--- src/rtl/six_step_commutator_if.sv ---
// Sector/drive bundle between sector logic, PWM source and one
// six-step commutator channel.
interface six_step_commutator_if;
  logic        enable;
  logic        sector_valid;
  logic [2:0]  sector;
  logic        dir;
  logic        pwm_in;
  logic        fault_clr;
  logic [2:0]  udrive;
  logic [2:0]  ldrive;
  logic        fault;
  logic        busy;
  logic [15:0] comm_count;

  modport master (
    output enable, sector_valid, sector, dir,
    output pwm_in, fault_clr,
    input  udrive, ldrive, fault, busy, comm_count
  );

  modport slave (
    input  enable, sector_valid, sector, dir,
    input  pwm_in, fault_clr,
    output udrive, ldrive, fault, busy, comm_count
  );
endinterface

--- src/rtl/six_step_commutator.sv ---
// Six-step commutation controller: sector/dir to bridge gates,
// with a dead-time break between patterns and illegal-sector fault.
module six_step_commutator #(
  parameter int DEADTIME = 50,
  parameter int DT_W     = 8
) (
  input  logic                 clk,
  input  logic                 reset_n,
  six_step_commutator_if.slave bus
);

  typedef enum logic [1:0] {
    IDLE,
    BREAK,
    DRIVE,
    FAULT
  } state_t;

  localparam logic [2:0] PH_A = 3'b100;
  localparam logic [2:0] PH_B = 3'b010;
  localparam logic [2:0] PH_C = 3'b001;
  localparam logic [DT_W-1:0] DT_LOAD = DT_W'(DEADTIME - 1);

  state_t          state;
  logic [DT_W-1:0] dt_cnt;
  logic            tgt_v;
  logic [2:0]      tgt_hi, tgt_lo;
  logic [2:0]      app_hi, app_lo;
  logic [2:0]      tbl_hi, tbl_lo;
  logic [2:0]      fwd_hi, fwd_lo;
  logic [2:0]      u_q, l_q;
  logic            fault_q, busy_q;
  logic [15:0]     comm_q;
  logic            illegal, legal_ld, fault_exit, differs;

  assign illegal    = bus.sector_valid & bus.sector[2] & bus.sector[1];
  assign legal_ld   = bus.sector_valid & ~illegal;
  assign fault_exit = (state == FAULT) & bus.fault_clr & ~illegal;
  assign differs    = (tgt_hi != app_hi) | (tgt_lo != app_lo);

  // Forward sector table, reverse swaps the hi and lo phases
  always_comb begin
    fwd_hi = 3'b000;
    fwd_lo = 3'b000;
    case (bus.sector)
      3'd0: begin fwd_hi = PH_A; fwd_lo = PH_B; end
      3'd1: begin fwd_hi = PH_A; fwd_lo = PH_C; end
      3'd2: begin fwd_hi = PH_B; fwd_lo = PH_C; end
      3'd3: begin fwd_hi = PH_B; fwd_lo = PH_A; end
      3'd4: begin fwd_hi = PH_C; fwd_lo = PH_A; end
      3'd5: begin fwd_hi = PH_C; fwd_lo = PH_B; end
      default: ;
    endcase
    tbl_hi = bus.dir ? fwd_lo : fwd_hi;
    tbl_lo = bus.dir ? fwd_hi : fwd_lo;
  end

  // Target pattern; dropped on fault exit so a fresh sector is needed
  always_ff @(posedge clk or negedge reset_n) begin
    if (!reset_n) begin
      tgt_v  <= 1'b0;
      tgt_hi <= 3'b000;
      tgt_lo <= 3'b000;
    end else if (fault_exit) begin
      tgt_v  <= 1'b0;
    end else if (legal_ld) begin
      tgt_v  <= 1'b1;
      tgt_hi <= tbl_hi;
      tgt_lo <= tbl_lo;
    end
  end

  // Commutation FSM with registered gate outputs
  always_ff @(posedge clk or negedge reset_n) begin
    if (!reset_n) begin
      state   <= IDLE;
      dt_cnt  <= '0;
      app_hi  <= 3'b000;
      app_lo  <= 3'b000;
      u_q     <= 3'b000;
      l_q     <= 3'b000;
      fault_q <= 1'b0;
      busy_q  <= 1'b0;
      comm_q  <= 16'h0000;
    end else if (illegal) begin
      state   <= FAULT;
      u_q     <= 3'b000;
      l_q     <= 3'b000;
      fault_q <= 1'b1;
      busy_q  <= 1'b0;
    end else begin
      case (state)
        IDLE: begin
          if (bus.enable && tgt_v) begin
            state  <= BREAK;
            busy_q <= 1'b1;
            dt_cnt <= DT_LOAD;
          end
        end
        BREAK: begin
          if (!bus.enable) begin
            state  <= IDLE;
            busy_q <= 1'b0;
          end else if (dt_cnt == '0) begin
            state  <= DRIVE;
            busy_q <= 1'b0;
            app_hi <= tgt_hi;
            app_lo <= tgt_lo;
            u_q    <= tgt_hi & {3{bus.pwm_in}};
            l_q    <= tgt_lo;
            comm_q <= comm_q + 16'd1;
          end else begin
            dt_cnt <= dt_cnt - 1'b1;
          end
        end
        DRIVE: begin
          if (!bus.enable) begin
            state <= IDLE;
            u_q   <= 3'b000;
            l_q   <= 3'b000;
          end else if (differs) begin
            state  <= BREAK;
            u_q    <= 3'b000;
            l_q    <= 3'b000;
            busy_q <= 1'b1;
            dt_cnt <= DT_LOAD;
          end else begin
            u_q <= app_hi & {3{bus.pwm_in}};
          end
        end
        FAULT: begin
          if (bus.fault_clr) begin
            state   <= IDLE;
            fault_q <= 1'b0;
          end
        end
        default: state <= IDLE;
      endcase
    end
  end

  assign bus.udrive     = u_q;
  assign bus.ldrive     = l_q;
  assign bus.fault      = fault_q;
  assign bus.busy       = busy_q;
  assign bus.comm_count = comm_q;

endmodule
--- src/flat_wrapper.sv ---
// flat-port wrapper written by rule: the top's interface ports become plain ports
module six_step_commutator_flat 
#(
  parameter int DEADTIME = 50,
  parameter int DT_W     = 8
)
  (clk, reset_n, bus_enable, bus_sector_valid, bus_sector, bus_dir, bus_pwm_in, bus_fault_clr, bus_udrive, bus_ldrive, bus_fault, bus_busy, bus_comm_count);
  six_step_commutator_if bus_i ();
  input  logic clk;
  input  logic reset_n;
  input wire logic [$bits(bus_i.enable)-1:0] bus_enable;
  input wire logic [$bits(bus_i.sector_valid)-1:0] bus_sector_valid;
  input wire logic [$bits(bus_i.sector)-1:0] bus_sector;
  input wire logic [$bits(bus_i.dir)-1:0] bus_dir;
  input wire logic [$bits(bus_i.pwm_in)-1:0] bus_pwm_in;
  input wire logic [$bits(bus_i.fault_clr)-1:0] bus_fault_clr;
  output wire logic [$bits(bus_i.udrive)-1:0] bus_udrive;
  output wire logic [$bits(bus_i.ldrive)-1:0] bus_ldrive;
  output wire logic [$bits(bus_i.fault)-1:0] bus_fault;
  output wire logic [$bits(bus_i.busy)-1:0] bus_busy;
  output wire logic [$bits(bus_i.comm_count)-1:0] bus_comm_count;
  assign bus_i.enable = bus_enable;
  assign bus_i.sector_valid = bus_sector_valid;
  assign bus_i.sector = bus_sector;
  assign bus_i.dir = bus_dir;
  assign bus_i.pwm_in = bus_pwm_in;
  assign bus_i.fault_clr = bus_fault_clr;
  assign bus_udrive = bus_i.udrive;
  assign bus_ldrive = bus_i.ldrive;
  assign bus_fault = bus_i.fault;
  assign bus_busy = bus_i.busy;
  assign bus_comm_count = bus_i.comm_count;
  six_step_commutator #(.DEADTIME(DEADTIME), .DT_W(DT_W)) u_core (.clk(clk), .reset_n(reset_n), .bus(bus_i));
endmodule
--- config.mk ---
export PLATFORM = sky130hd
export DESIGN_NAME = six_step_commutator_flat
export DESIGN_NICKNAME = d
export VERILOG_FILES = /design/src/rtl/six_step_commutator_if.sv /design/src/rtl/six_step_commutator.sv /design/src/flat_wrapper.sv
export SDC_FILE = /design/constraint.sdc
export NUM_CORES = 1
export LEC_CHECK = 0
export ABC_AREA = 0
export BUFFER_PORTS_ARGS = -buffer_cell sky130_fd_sc_hd__buf_2
export CORE_MARGIN = 2
export CORE_UTILIZATION = 52
export DETAILED_ROUTE_END_ITERATION = 10
export GPL_ROUTABILITY_DRIVEN = 0
export HOLD_SLACK_MARGIN = 0.1
export PLACE_DENSITY = 0.79
export RECOVER_POWER = 50
export SLEW_MARGIN = 20
export SYNTH_ARGS = -nofsm -noshare
export SYNTH_HDL_FRONTEND = slang
export SYNTH_SLANG_ARGS = --single-unit
export TNS_END_PERCENT = 5
--- constraint.sdc ---
create_clock -name clk -period 1.9 [get_ports clk]
set_clock_uncertainty 0.2 [all_clocks]
set_input_delay 0.19 -clock clk [delete_from_list [all_inputs] [get_ports clk]]
set_output_delay 0.19 -clock clk [all_outputs]
set_load 0.05 [all_outputs]
==> impl_metrics.yaml, run 1 <==
floorplan:
  ios: 34
  dieWidth_um: 73.7
  fp-row-count: 25
  dieArea_um2: 5430
  initial_utilization_pct: 53.9
  core_area_um2: 4690
  die_h_um: 73.7
worst_setup_path:
  critical-path-max-stage-delay_ps: 440
  crit_fanout: 5
  rr_endpoint: "u_core.dt_cnt[5]"
  cp.arrival_ps: 2020
  crit_end: "u_core.dt_cnt[5]"
  cp_data_required_time_ps: 1880
  critPathLaunch: "u_core.dt_cnt[1]"
  crit_chain: "inv_2 > ha_4 > nor4b_4 > and2_4 > a2111o_1 > nor3_4 > a41oi_1"
  worstSetupPathType: "flop to flop"
  r2r_slack_ps: -140
  end_kind: "flop"
  r2r_start: "u_core.dt_cnt[1]"
  rr_worst_depth: 7
  crit_path_top_delay_cell: "a2111o_1"
  start_kind: "flop"
timing:
  setup_ws_ps: -142
  setup_viol: 32
  worstMarginPinSlew_ps: 946
  rsz0062_at_grt: "yes"
  clock.fmax_ghz: 0.490
  slew_headroom_pct: 36.9
  finalCriticalPeriod_ps: 2040
  slew_violations: 0
  hold_viol: 0
  finalCritPeriodShare_pct: 107
drt:
  vias_per_cell: 5.67
  ant_nets: 0
  num_vias: 2201
  wl_per_cell_um: 14.9
  dr.pass1.iters: 4
  drt_iter0_drc: 171
  drt_wl_total_mm: 5.79
  route.detailed.drc: 0
grt:
  grt_pass1_vias: 2162
  antenna_found_initial: 0
  grt_pass1_wl_mm: 9.31
  overflow: 0
  grt_usage_pct: 22.1
  grt_max_degree: 41
synth:
  synth.avg_cell_area_um2: 9.95
  synth_seq_cells: 47
  synth_nets: 272
  yosysWarningCount: 0
  seq_area_frac_synth_pct: 46.5
  syn-cell-area_um2: 2530
  synth_cell_types: 39
  syn_inst: 254
hold_path:
  worstHoldPathType: "input port to flop"
  holdPathStages: 4
clock_network:
  cts_sinks: 47
  clk_path_buf_depth: 2
  insertion_delay_ps: 310
  cts-root-buf: "clkbuf_8"
  htree_levels: 2
  clkTransAtPathRegs_ps: 90
  cts_tree: "built"
  cts-buffers-inserted: 5
final_layout:
  final_net_count: 351
  num_antenna_cells: 0
  area_delta_synth_final_pct: 31.3
  drive_gt1_share_pct: 36.5
power_and_ir_drop:
  power.density_nw_per_um2: 1140
  p_leak_nw: 1.57
  power.total_mw: 3.79
  ir_drop_mv: 0.690
placement:
  place_ws_ps: -201
  hpwl_mm: 4.03
  portBuffers: 33
run:
  maxCapViolCount: 0
outcome:
  failed_checks: "setup timing"
  status: "complete, but fails checks"
## cells in the final DEF, fill, tap and decap left out, types with 3 or more instances in the layout
| cell type | synthesis | final |
|---|---|---|
| a21oi_1 | 13 | 13 |
| inv_1 | 13 | 10 |
| buf_2 | 3 | 32 |
| nor2_2 | 0 | 6 |
| o221ai_1 | 5 | 4 |
| clkbuf_8 | 0 | 5 |
| o31ai_1 | 3 | 3 |
| dfrtp_1 | 47 | 47 |
| a22o_1 | 4 | 4 |
| dlygate4sd3_1 | 0 | 5 |
| nor2b_1 | 4 | 4 |
| ha_4 | 0 | 3 |
| xnor2_1 | 17 | 17 |
| mux2_2 | 7 | 7 |
| nand2_1 | 31 | 30 |
| nor3_1 | 6 | 6 |
| nor3_2 | 3 | 3 |
| nand3_2 | 0 | 7 |
| nor2_1 | 12 | 6 |
| a31oi_1 | 7 | 6 |
| nand3_1 | 15 | 8 |
| o21ai_0 | 15 | 11 |
| nand2b_1 | 4 | 4 |
| buf_4 | 0 | 38 |
| xor2_1 | 5 | 5 |
| and3_1 | 5 | 5 |
| inv_2 | 0 | 3 |
| ha_1 | 8 | 5 |
| nand4_1 | 4 | 4 |
## metrics by stage
stage	hold slack (ps)	area (um^2)	setup TNS, ps	utilization (%)	instances
CTS	103	3240	-2260	69.1	386
global route	134	3320	-6270	70.7	388
global placement	-140	3030	-2030	64.7	372
finish	97.1	3320	-2040	70.7	388
floorplan	-306	2540	-2300	-	254
detailed placement	-138	3030	-3220	64.7	372
## worst max-delay path, delay by kind of cell (launching register included)
kind | cells | cell delay [ps]
AOI/OAI and AO/OA | 2 | 590
buffers and inverters | 1 | 60
DFF | 1 | 370
and+or+nand+nor | 3 | 540
adders and majority gates | 1 | 150
## cell families after synthesis
family	Yosys count	synth area share, %
and+or+nand+nor	94	20.3
buffers and inverters	19	2.97
DFF	47	46.5
adders and majority gates	8	3.96
muxes	7	3.12
AOI/OAI and AO/OA	57	15.4
xor gates and xnor gates	22	7.62
## cells in the mapped netlist (all sizes together)
library cell  instances  area share [%]
xnor2                17             5.9
o31a                  2            0.69
and2                  2            0.59
dfrtp                47              47
ha                    8             4.0
xor2                  5             1.7
nand2b                4            0.99
nor3                 10             3.0
nand4                 4            0.99
nand3                15             3.0
nor4                  2             1.1
nand2                32             4.9
o31ai                 3            0.89
a21o                  2            0.59
clkbuf                3            0.45
nor4b                 1            0.94
o221ai                5             1.7
nor2                 12             1.8
and3                  5             1.2
a22o                  4             1.4
nand3b                2            0.59
inv                  13             1.9
o21a                  1            0.30
o21ai                15             3.0
a21oi                13             2.6
a41oi                 2            0.69
a2111o                1            0.45
buf                   3            0.59
a31oi                 7             1.7
a31o                  1            0.35
or4                   1            0.30
mux2                  7             3.1
nor2b                 4            0.99
a2111oi               1             1.1
## worst min-delay path by stage
stage          startpoint               end
2_1_floorplan     reset_n  u_core.app_hi[0]
3_3_place_gp      reset_n  u_core.dt_cnt[4]
3_5_place_dp      reset_n  u_core.dt_cnt[4]
4_1_cts           bus_dir  u_core.tgt_lo[1]
5_1_grt           bus_dir  u_core.tgt_lo[1]
6_report          bus_dir  u_core.tgt_lo[1]
## cell type report
cell class / count / area [um^2]
Clock inverter: 3 / 46.3
Timing Repair Buffer: 78 / 519
Sequential cell: 47 / 1180
Tap cell: 54 / 67.6
Fill cell: 357 / 1370
Clock buffer: 5 / 68.8
Inverter: 13 / 48.8
Multi-Input combinational cell: 188 / 1390
## state kept, by name, summed over array words and instances (netlist names), 2 cells and up
| signal | count |
|---|---|
| u_core.bus.udrive | 3 |
| u_core.dt_cnt | 8 |
| u_core.tgt_hi | 3 |
| u_core.app_lo | 3 |
| u_core.state | 2 |
| u_core.tgt_lo | 3 |
| u_core.bus.comm_count | 16 |
| u_core.app_hi | 3 |
| u_core.bus.ldrive | 3 |
## routing by layer
metal,up-vias,wire length [um],global-route usage [%]
met4,0,104,9.29
met5,-,0,0
met2,57,2900,36.7
met1,1069,2540,28.5
li1,1064,-,-
met3,11,249,3.84
## power by group
part	switching [mW]	total [mW]	internal, mW
clock	0.369	0.766	0.397
sequential	0.123	1.28	1.15
combinational	0.996	1.74	0.747
total	1.49	3.79	2.30
## what timing repair did
item / 4_1_cts / 5_1_grt
endpoints found under the setup margin: 36 / 40
pin swaps: 10 / 7
hold endpoints to repair: 50 / 0
setup buffers: 1 / 2
resized for setup: 12 / 19
hold buffers: 5 / 0
Note: power is estimated with default switching activity, not from simulation.
==> run 2: changes to the inputs <==
Settings changed: CORE_UTILIZATION 52 to 57, PLACE_DENSITY 0.79 to 0.82.
Clock period 1.9 ns to 2.19 ns, I/O delays scaled along.
==> run 2 against run 1 <==
The flow now finishes without violations. Flip-flop and latch count unchanged. Combinational power decreased by 28%. Worst hold slack improved by 22 ps. Cell count decreased by 6.4%. Critical path depth increased by 1. Count of clock-buffer cells in the layout unchanged. Critical path type unchanged. Critical endpoint is now u_core.dt_cnt[1].
==> impl_metrics.yaml, run 2 (synthesis results as in run 1) <==
worst_setup_path:
  crit_chain: "inv_2 > ha_4 > nor4b_4 > and2_4 > a2111o_1 > buf_4 > o21ai_0 > o31ai_1"
  cp_data_required_time_ps: 2170
  end_kind: "flop"
  rr_worst_depth: 8
  crit_path_top_delay_cell: "a2111o_1"
  r2r_start: "u_core.dt_cnt[1]"
  rr_endpoint: "u_core.dt_cnt[1]"
  crit_fanout: 3
  worstSetupPathDepth: 8
  cp_top_family: "compound AO/OA/AOI/OAI gates"
  start_kind: "flop"
  r2r_slack_ps: 30
  worstSetupPathType: "flop to flop"
  critPathBufInv: 2
  critical-path-max-stage-delay_ps: 460
  cp.arrival_ps: 2140
timing:
  finalCritPeriodShare_pct: 98.7
  setup_viol: 0
  slew_violations: 0
  hold_viol: 0
  setup_ws_ps: 29.4
  slew_headroom_pct: 15.8
  finalCriticalPeriod_ps: 2160
  rsz0062_at_grt: "yes"
  worstMarginPinSlew_ps: 1260
  clock.fmax_ghz: 0.463
clock_network:
  cts_sinks: 47
  cts-buffers-inserted: 5
  clkTransAtPathRegs_ps: 90
  clk_path_buf_depth: 2
  cts-root-buf: "clkbuf_8"
  htree_levels: 2
  cts_tree: "built"
  insertion_delay_ps: 300
drt:
  dr.pass1.iters: 4
  num_vias: 2078
  ant_nets: 0
  drt_iter0_drc: 79
  vias_per_cell: 5.72
  drt_wl_total_mm: 5.30
  wl_per_cell_um: 14.6
  route.detailed.drc: 0
hold_path:
  holdPathStages: 3
  hold_start: "bus_sector[1]"
  hold_path_end: "u_core.tgt_hi[2]"
  worstHoldPathType: "input port to flop"
placement:
  hpwl_mm: 3.78
  portBuffers: 33
  place_ws_ps: 46.6
power_and_ir_drop:
  p_leak_nw: 1.41
  power.total_mw: 3.03
  ir_drop_mv: 0.690
  power.density_nw_per_um2: 994
grt:
  overflow: 0
  grt_usage_pct: 21.8
  grt_pass1_wl_mm: 8.61
  grt_max_degree: 25
  grt_pass1_vias: 1870
  antenna_found_initial: 0
final_layout:
  area_delta_synth_final_pct: 20.7
  mostFrequentLayoutCell: "dfrtp_1"
  register_area_um2: 1180
  n_fill_cell: 340
  largest_reg_flops: 16
  drive_gt1_share_pct: 23.2
  num_antenna_cells: 0
  multi_input_area_um2: 1310
  mostFrequentLayoutCells: "46 x dfrtp_1, 31 x nand2_1, 22 x buf_2"
  fin_util_pct: 70.5
  final_net_count: 328
floorplan:
  fp-row-count: 24
  dieWidth_um: 70.6
  die_h_um: 70.6
  core_area_um2: 4320
  initial_utilization_pct: 58.4
  dieArea_um2: 4980
  ios: 34
run:
  maxCapViolCount: 0
outcome:
  status: "complete, no violations"
run 2: cell type report:
cell class	count	area share, %
Multi-Input combinational cell	188	42.8
Clock buffer	5	2.26
Clock inverter	3	1.52
Timing Repair Buffer	55	11.1
Tap cell	52	2.13
Sequential cell	47	38.6
Inverter	13	1.60
run 2: per-layer routing:
metal  track usage (%)  routed length (um)
met1              30.1                2410
met2              34.2                2540
met3              5.27                 268
met4              7.34                  83
met5                 0                   0
run 2: where the power goes:
| part | total, mW | internal [mW] | leakage, nW | switching, mW |
|---|---|---|---|---|
| logic | 1.25 | 0.471 | 0.731 | 0.776 |
| clock network | 0.648 | 0.344 | 0.0548 | 0.304 |
| registers | 1.14 | 1.00 | 0.620 | 0.134 |
| total | 3.03 | 1.82 | 1.41 | 1.21 |
run 2: worst reg2reg max path, cell delays in order (launching register included):
cell	delay (ps)
dfrtp_1	370
inv_2	60
ha_4	150
nor4b_4	130
and2_4	190
a2111o_1	460
buf_4	160
o21ai_0	200
o31ai_1	120
run 2: timing repair:
| action | in CTS | in global routing |
|---|---|---|
| setup buffers | 0 | 7 |
| setup endpoints to repair | 0 | 18 |
| resized for setup | 0 | 9 |
| hold buffers | 4 | 0 |
| endpoints found under the hold margin | 50 | 0 |
run 2: worst max-delay path by stage:
stage,start,to,slack [ps]
after floorplan,u_core.dt_cnt[0],u_core.dt_cnt[3],120
after CTS,u_core.state[1],u_core.bus.ldrive[1],40
after global placement,u_core.state[0],u_core.dt_cnt[3],120
after global routing,u_core.state[1],u_core.dt_cnt[1],-70
final,u_core.dt_cnt[1],u_core.dt_cnt[1],30
after detailed placement,u_core.state[1],u_core.bus.ldrive[2],50
run 2: metrics by stage:
| step | cells | hold slack (ps) | TNS [ps] | area (um^2) |
|---|---|---|---|---|
| 6_report | 363 | 119 | 0 | 3050 |
| 3_3_place_gp | 344 | 26.0 | 0 | 2830 |
| 2_1_floorplan | 254 | -277 | 0 | 2530 |
| 3_5_place_dp | 344 | 27.7 | 0 | 2830 |
| 4_1_cts | 356 | 110 | 0 | 2980 |
| 5_1_grt | 363 | 123 | -153 | 3050 |
==> run 3: changes to the inputs <==
Settings changed: GPL_ROUTABILITY_DRIVEN 0 to 1.
Clock period 2.19 ns to 2.2 ns, I/O delays scaled along.
==> run 3 against run 2 <==
Sequential power about the same. Die area unchanged. Critical path depth decreased by 1. Worst setup slack improved by 12 ps. Non-clock buffer count increased by 2. Global-route usage increased by 1.4 points. Utilization increased by 1.1 points. Clock power increased by 1%. Critical endpoint is now u_core.dt_cnt[5]. Count of clock-buffer cells in the layout unchanged.
==> impl_metrics.yaml, run 3 (synthesis results as in run 1) <==
placement:
  place_inst: 345
  placed_area_um2: 2820
  finalWeightedCongestion: 0.865
  portBuffers: 33
  hpwl_mm: 3.90
  place_ws_ps: 65.2
timing:
  slew_headroom_pct: 44.3
  clock.fmax_ghz: 0.463
  finalCritPeriodShare_pct: 98.1
  holdWs_ps: 116
  tns_ps: 0
  finalCriticalPeriod_ps: 2160
  setup_ws_ps: 41.5
  worstMarginPinSlew_ps: 835
  hold_viol: 0
  rsz0062_at_grt: "yes"
  slew_violations: 0
  setup_viol: 0
drt:
  vias_per_cell: 5.87
  drt_iter0_drc: 140
  dr.pass1.iters: 4
  route.detailed.drc: 0
  num_vias: 2141
  ant_nets: 0
  wl_per_cell_um: 15.2
  drt_wl_total_mm: 5.56
floorplan:
  dieArea_um2: 4980
  initial_utilization_pct: 58.4
  die_h_um: 70.6
  dieWidth_um: 70.6
  fp-row-count: 24
  core_area_um2: 4320
  ios: 34
clock_network:
  cts-root-buf: "clkbuf_8"
  cts-buffers-inserted: 5
  clk_path_buf_depth: 2
  insertion_delay_ps: 310
  clkTransAtPathRegs_ps: 90
  cts_sinks: 47
  cts_tree: "built"
  htree_levels: 2
worst_setup_path:
  rr_worst_depth: 7
  cp.arrival_ps: 2130
  worstSetupPathType: "flop to flop"
  end_kind: "flop"
  r2r_slack_ps: 40
  critPathLaunch: "u_core.dt_cnt[0]"
  rr_endpoint: "u_core.dt_cnt[5]"
  crit_fanout: 5
  start_kind: "flop"
  crit_end: "u_core.dt_cnt[5]"
  r2r_start: "u_core.dt_cnt[0]"
  cp_data_required_time_ps: 2170
power_and_ir_drop:
  p_sw_share_pct: 40.1
  p_seq_share_pct: 36.8
  switchingPower_mw: 1.23
  p_leak_nw: 1.47
  clkPwrFrac_pct: 21.3
  power.total_mw: 3.07
  intPower_mw: 1.84
  combPwrFrac_pct: 41.9
  power.density_nw_per_um2: 992
  ir_drop_mv: 0.634
final_layout:
  num_antenna_cells: 0
  area_delta_synth_final_pct: 22.6
  final_design_area_no_fill_um2: 3100
  largest_reg_flops: 16
  mostFrequentLayoutCell: "dfrtp_1"
  n_fill_cell: 315
  mostFrequentLayoutCells: "46 x dfrtp_1, 32 x buf_2, 30 x nand2_1"
  fin_util_pct: 71.7
  final_net_count: 330
  drive_gt1_share_pct: 29.4
  final_cells: 365
grt:
  antenna_found_initial: 0
  grt_pass1_wl_mm: 9.13
  grt_pass1_vias: 1975
  overflow: 0
  grt_usage_pct: 23.2
  grt_max_degree: 38
outcome:
  status: "complete, no violations"
hold_path:
  worstHoldPathType: "input port to flop"
run:
  maxCapViolCount: 0
-- run 3: worst min-delay path by stage --
| stage | start | end | slack, ps | cells after the start |
|---|---|---|---|---|
| after floorplan | reset_n | u_core.app_hi[0] | -280 | 0 |
| after global placement | reset_n | u_core.dt_cnt[4] | 160 | 1 |
| after detailed placement | reset_n | u_core.dt_cnt[5] | 160 | 1 |
| after CTS | bus_sector[0] | u_core.tgt_lo[2] | 120 | 3 |
| after global routing | bus_sector[0] | u_core.tgt_lo[2] | 140 | 3 |
| final | bus_sector[0] | u_core.tgt_lo[2] | 120 | 3 |
-- run 3: per-layer routing --
| metal | track usage [%] | vias up | share of wire (%) |
|---|---|---|---|
| met3 | 4.84 | 9 | 5.5 |
| met1 | 31.1 | 1050 | 44 |
| met4 | 8.18 | 0 | 1.5 |
| li1 | - | 1021 | - |
| met5 | 0 | - | 0 |
| met2 | 37.7 | 61 | 49 |
-- run 3: power by group through the flow --
stage	registers (mW)	clock network [mW]	logic [mW]
2_1_floorplan	1.30	0	0.644
3_3_place_gp	1.14	0	1.11
3_5_place_dp	1.14	0	1.14
4_1_cts	1.12	0.664	1.16
5_1_grt	1.15	0.695	1.41
6_report	1.13	0.655	1.29
-- run 3: area by class of cell --
cell class | count | area (um^2) | area share (%)
Clock buffer | 5 | 68.8 | 2.22
Clock inverter | 3 | 46.3 | 1.49
Inverter | 13 | 48.8 | 1.57
Multi-Input combinational cell | 188 | 1330 | 43.0
Sequential cell | 47 | 1180 | 38.0
Tap cell | 52 | 65.1 | 2.10
Timing Repair Buffer | 57 | 359 | 11.6
-- run 3: worst max-delay path, stage by stage, from the launching register on --
cell and delay [ps]:
dfrtp_1 380, inv_2 60, ha_4 150, nor4b_4 130, and2_4 190, a2111o_1 430, nor3_4 320, a41oi_2 150
-- run 3: timing repair --
item / in CTS / in global routing
hold endpoints to repair: 37 / 0
hold buffers: 3 / 0
setup endpoints to repair: 0 / 24
gates resized for setup: 0 / 19
buffers inserted: 0 / 9
